### config.mk
export PLATFORM = sky130hd
export DESIGN_NAME = encoder_emulator
export DESIGN_NICKNAME = d
export VERILOG_FILES = /design/src/rtl/encoder_emulator.sv
export SDC_FILE = /design/constraint.sdc
export NUM_CORES = 1
export LEC_CHECK = 0
export ABC_AREA = 1
export BUFFER_PORTS_ARGS = -buffer_cell sky130_fd_sc_hd__buf_2
export CORE_MARGIN = 3
export CORE_UTILIZATION = 60
export DETAILED_ROUTE_END_ITERATION = 10
export HOLD_SLACK_MARGIN = 0.03
export PLACE_DENSITY = 0.82
export SYNTH_ARGS = -nofsm -noshare
export SYNTH_HDL_FRONTEND = slang
export SYNTH_SLANG_ARGS = --single-unit
### constraint.sdc
create_clock -name clk -period 5.6 [get_ports clk]
set_input_delay 0.84 -clock clk [delete_from_list [all_inputs] [get_ports clk]]
set_output_delay 0.84 -clock clk [all_outputs]
set_load 0.005 [all_outputs]
### src/rtl/encoder_emulator.sv
// Quadrature encoder emulator: emits A/B/Z, single-turn position and a cumulative step count.
// Latency: outputs update on the same clock edge as the prescaler's step event; first step 'period' clocks after enable.
// Backpressure: none; free-running source, enable=0 or period=0 freezes all outputs.
//
// Ports:
//   clk, rst_n        clock (rising edge) and asynchronous active-low reset
//   enable, dir       run/hold and direction (1 = forward / position increments)
//   period            clocks per quadrature edge (0 = no stepping)
//   pulses_per_rev    maximum position value; position spans 0..pulses_per_rev
//   A, B, Z           registered quadrature and index outputs
//   position, counter single-revolution position and wrapping two's-complement step count
//   step              one-clock pulse coincident with each A/B change
//
// Optional feature ENC_EMU_STEP_LIMIT_EN: adds steps_target input and done output; the
// emitter stops after steps_target steps per enable assertion and raises done.
module encoder_emulator #(
    parameter int PERIOD_W = 32
) (
    input  logic                clk,
    input  logic                rst_n,
    input  logic                enable,
    input  logic                dir,
    input  logic [PERIOD_W-1:0] period,
    input  logic [31:0]         pulses_per_rev,
`ifdef ENC_EMU_STEP_LIMIT_EN
    input  logic [31:0]         steps_target,
    output logic                done,
`endif
    output logic                A,
    output logic                B,
    output logic                Z,
    output logic [31:0]         position,
    output logic [31:0]         counter,
    output logic                step
);

    logic [PERIOD_W-1:0] pcnt;
    logic                run;
    logic                limit_hit;
    logic                step_evt;

    logic                a_nxt;
    logic                b_nxt;
    logic [31:0]         pos_nxt;
    logic [31:0]         cnt_nxt;

    assign run = enable && (period != '0);

`ifdef ENC_EMU_STEP_LIMIT_EN
    logic [31:0] steps_done;
    assign limit_hit = (steps_done == steps_target);
`else
    assign limit_hit = 1'b0;
`endif

    // '>=' rather than '==' so that shrinking period below the current count
    // fires on the next clock instead of wrapping through the full counter range.
    assign step_evt = run && !limit_hit && (pcnt >= period - PERIOD_W'(1));

    always_ff @(posedge clk or negedge rst_n) begin
        if (!rst_n) begin
            pcnt <= '0;
        end else if (!run || limit_hit || step_evt) begin
            pcnt <= '0;
        end else begin
            pcnt <= pcnt + PERIOD_W'(1);
        end
    end

    // Forward walks 00->10->11->01, reverse is the exact inverse; both are a
    // single-bit rotation of {A,B} with one inversion, so only one line toggles.
    always_comb begin
        a_nxt   = A;
        b_nxt   = B;
        pos_nxt = position;
        cnt_nxt = counter;
        if (dir) begin
            a_nxt   = ~B;
            b_nxt   = A;
            cnt_nxt = counter + 32'd1;
            // '>=' also catches a position stranded above a freshly lowered limit.
            pos_nxt = (position >= pulses_per_rev) ? 32'd0 : position + 32'd1;
        end else begin
            a_nxt   = B;
            b_nxt   = ~A;
            cnt_nxt = counter - 32'd1;
            pos_nxt = (position == 32'd0) ? pulses_per_rev : position - 32'd1;
        end
    end

    always_ff @(posedge clk or negedge rst_n) begin
        if (!rst_n) begin
            A        <= 1'b0;
            B        <= 1'b0;
            Z        <= 1'b0;
            position <= '0;
            counter  <= '0;
            step     <= 1'b0;
        end else begin
            step <= step_evt;
            if (step_evt) begin
                A        <= a_nxt;
                B        <= b_nxt;
                Z        <= (pos_nxt == 32'd0);
                position <= pos_nxt;
                counter  <= cnt_nxt;
            end
        end
    end

`ifdef ENC_EMU_STEP_LIMIT_EN
    logic [31:0] steps_done_nxt;
    assign steps_done_nxt = step_evt ? steps_done + 32'd1 : steps_done;

    always_ff @(posedge clk or negedge rst_n) begin
        if (!rst_n) begin
            steps_done <= '0;
            done       <= 1'b0;
        end else if (!enable) begin
            steps_done <= '0;
            done       <= 1'b0;
        end else begin
            steps_done <= steps_done_nxt;
            // Look at the post-step count so done rises on the edge of the final step.
            done       <= (steps_done_nxt == steps_target);
        end
    end
`endif

endmodule

Word level (Yosys, flattened, before mapping):

Cells that the tools add are included.

* bitwise operators: 2
* order comparisons: 2
* reductions and logical operators: 7
* mux-type cells: 7
* $add $sub $neg: 6

Operators by type and width (number)
* $mux W32: 5
* $add A32 B1 Y32 const B: 3
* $sub A32 B1 Y32 const B: 3
* $ge A32 B32 Y1: 2
* $logic_not A32 Y1: 2
* $reduce_bool A32 Y1: 1
* $logic_and A1 B1 Y1: 2
* $mux W1: 2
* $not A1 Y1: 2
* $logic_not A1 Y1: 1
* $logic_or A1 B1 Y1: 1

* word-level logic and storage cells: 31
* bits in registers: 100
* output and inout port bits: 68
* bits of input ports: 68

Longest topological paths before layout:

* depth after elaboration: 5
* mapped depth: 24
* gate-level depth less buffers: 24

Worst setup path before layout:

No wires, ideal clock.

* kind: input to register
* start: input port dir
* end: register counter[27]
* data required time: 5.473 ns
* path slack: 1.362 ns
* arrival time: 4.111 ns
* stages on the path: 14
* path buffers: 3
* library setup time: 0.127 ns
* path through: buf_2 inv_1 clkbuf_1 clkbuf_1 ha_1 a21oi_1 o21ai_0 a21oi_1 o21ai_0 nand3_1 nand3_1 a21oi_1 xor2_1 o21ai_0

* cells in the longest elaborated chain, start to end: 1

Ends and longest elaborated chain
* start: declaration: RTL line 22 `input logic dir,`
* $mux W32: RTL line 77 `if (dir) begin`
* end signal: assignment: RTL line 106 `counter <= cnt_nxt;`
* end: declaration: RTL line 33 `output logic [31:0] counter,`

No other way between the ends.
A chain may end at the register's enable or synchronous reset.

Worst setup path after layout:

* start: input port period[2]
* end: register Z

* cells in the longest elaborated chain, start to end: 3
* elaborated cells between the ends (all ways): 5
* classes of those cells: add/sub (1); order compare (1); reduce/logical (3)

Ends and longest elaborated chain
* start: declaration: RTL line 23 `input logic [PERIOD_W-1:0] period,`
* $sub A32 B1 Y32 or $reduce_bool A32 Y1 (tied branches): RTL line 58, 47
* $ge A32 B32 Y1 or $logic_and A1 B1 Y1 (tied branches): RTL line 58, 47
* $logic_and A1 B1 Y1 *: RTL line 58 `assign step_evt = run && !limit_hit && (pcnt >= period - PERIOD_W'(1));`
* end signal: assignment: RTL line 104 `Z <= (pos_nxt == 32'd0);`
* end: declaration: RTL line 31 `output logic Z,`

Every way passes the cells marked *; elsewhere a longest branch is shown, timed or not.

==> metrics.yaml <==
setup_viol: 0
holdPathEnd: "pcnt[0]"
path_class: "primary input to flip-flop"
fin_crit_ps: 4840
leakagePower_uw: 0.00597
r2r_setup_slack_ps: 2110
cap_violations: 0
fin_crit_sh_pct: 86.5
critPathLaunchType: "primary input"
yosys.area_share.simple_pct: 35.9
cts_tree: "yes"
cts_num_sinks: 100
fp.dieH_um: 140
finalSetupTns_ps: 0
grt_pass1_wl_mm: 49.0
initial_core_util_pct: 61.8
antenna_left: 0
synth-xor-area-share_pct: 8.96
post_drt_wl_per_cell_um: 15.2
final_max_slew_viol_count: 0
synth_area_leader_cell: "dfrtp_1"
htreeDepth: 3
final_common_cell: "nand2_1"
firstDrtPassIters: 6
max_freq_mhz: 207
p_clk_share_pct: 24.8
path_clk_slew_ps: 80
top_layer: "met5"
reg2reg_depth: 14
p_seq_share_pct: 36.6
cts_resized: 0
synth_compound_area_share_pct: 11.7
synth_top_family_by_area: "simple AND/OR/NAND/NOR gates"
ys_warn_count: 0
ys_ff_latch: 100
met3_length_mm: 1.96
cp-end-kind: "flip-flop"
dr_total_vias: 10900
synthArstFlopShare_pct: 100
rows: 48
syn_nets: 1797
wl_met1_mm: 13.3
globalplace.congestion: 0.971
slew_headroom_pct: 24.7
grt_pass1_vias: 10100
grt_max_degree: 67
wl_met2_mm: 13.9
synth.avg_cell_area_um2: 6.60
peakVddDrop_mv: 0.190
gr-usage-all-layers_pct: 30.0
antenna_found_initial: 1
grt_overflow: 0
power_switching_uw: 1040
final_nets: 1906
synth_top_area_share_pct: 23.3
required_ps: 5900
swShare_pct: 41.2
clk_latency_ps: 360
die-area_um2: 19600
io_pins: 136
cts_inserted_buffers: 9
cts_setup_buffers: 0
yosysSeqAreaShare_pct: 23.3
avgViaCountPerCell: 5.56
mostFrequentLayoutCells: "419 x nand2_1, 219 x nor2_1, 169 x inv_1"
synth_cell_types: 52
hold_depth: 1
critPathMaxFanout: 47
tightest_slew_ps: 1130
p_per_area_nw_per_um2: 215
drt-initial-drc-count: 825
drive_above_1_share_pct: 12.2
synth-edff-count: 0
clockRootBuffer: "clkbuf_16"
diodes: 0
muxShareOfSynthArea_pct: 0
combPwrFrac_pct: 38.6
min_path_type: "flip-flop to flip-flop"
rsz0062_at_grt: "no"
reg2reg_from: "position[23]"
syn_area_um2: 10800
core_um2: 17400
skew_ps: 8.03
synthAdderAreaFrac_pct: 11.7
port_buffers: 135
holdBufCountCts: 0
synthFlopType: "dfrtp_1"
timing.rr.end: "Z"
finalHoldViolCount: 0
p_int_uw: 1490
outcome: "complete, no violations"
final_util_pct: 67.8
synth_area_leaders: "dfrtp_1 23%, nand2_1 15%, ha_1 12%"
syn_to_final_growth_pct: 9.76
fp.dieW_um: 140
drcViolationCount: 0
netlist_instances: 1629
cp.arrival_ps: 5140
dp_hpwl_mm: 23.7
wirelength_mm: 30.0
cts_buffer_depth: 2
min_from: "pcnt[0]"
## how the worst max path moves through the flow
stage / slack [ps] / from / depth (start not counted) / end
2_1_floorplan: 1360 / dir / 14 / counter[27]
3_3_place_gp: 730 / period[2] / 24 / Z
3_5_place_dp: 360 / period[2] / 26 / Z
4_1_cts: 740 / period[2] / 26 / Z
5_1_grt: 170 / period[2] / 26 / Z
6_report: 760 / period[2] / 26 / Z
## sequential cells by signal, indices dropped and copies added, names as in the netlist
register	flops
counter	32
pcnt	32
position	32
A	1
B	1
Z	1
step	1
## critical path, cell delays in order
cell,delay (ps)
buf_2,120
nor2_1,130
nand3_1,140
nor3_2,230
nand4_1,180
inv_1,110
nand4_1,140
nor2_2,210
nand2_1,110
nor3_1,220
xor2_1,180
inv_1,60
ha_1,290
nand2_1,90
nor3_1,210
nand3_1,100
nor4_1,370
nand4_1,200
nand3_1,160
nand2_4,170
inv_2,300
buf_12,260
nand2_1,80
nor2_1,90
nand2_1,60
nand2_1,50
## kinds of logic (layout without fill, tap and decap cells)
| group | after synthesis | after routing |
|---|---|---|
| compound gates | 228 | 228 |
| xor+xnor | 110 | 110 |
| fa+ha+maj | 100 | 100 |
| buf+inv | 217 | 331 |
| flops | 100 | 100 |
| simple gates | 874 | 874 |
## power by group through the flow
stage	Sequential (µW)	Clock [µW]	Combinational, µW
final	928	628	977
after global routing	942	668	1110
after CTS	924	636	974
after detailed placement	938	0	966
after global placement	936	0	945
after floorplan	889	0	707
## Yosys cell counts, drive strengths merged, types with 5 or more instances
cell,n
or2,5
nor3b,10
dfrtp,100
nand3,95
clkbuf,9
nand4,34
buf,34
xor2,77
nand2,428
a31oi,18
xnor2,33
o211ai,6
nor2,244
ha,99
nand3b,12
inv,174
a21oi,72
nor3,40
a21o,7
o21ai,108
## routing by layer
metal  vias to the layer above  global-route usage [%]
met3                        67                    5.29
met5                         -                       0
li1                       5550                       -
met4                         2                    8.72
met2                       345                    49.1
met1                      4980                    40.9
## through the flow
step | power, µW | cell area, µm² | worst slack [ps] | instances | hold slack, ps
floorplan | 1600 | 10800 | 1360 | 1629 | 455
global placement | 1880 | 11500 | 732 | 1952 | 480
detailed placement | 1900 | 11500 | 357 | 1952 | 488
CTS | 2530 | 11800 | 736 | 1968 | 499
global route | 2720 | 11800 | 175 | 1968 | 524
finish | 2530 | 11800 | 759 | 1968 | 490
## final cells by class
type | instances | area [µm²]
multi-input combinational | 1312 | 7340
fill | 1644 | 5610
sequential | 100 | 2500
timing repair buffer | 141 | 736
inverter | 174 | 653
tap | 225 | 282
clock buffer | 9 | 225
clock inverter | 7 | 67.6
(Power assumes the default switching activity.)
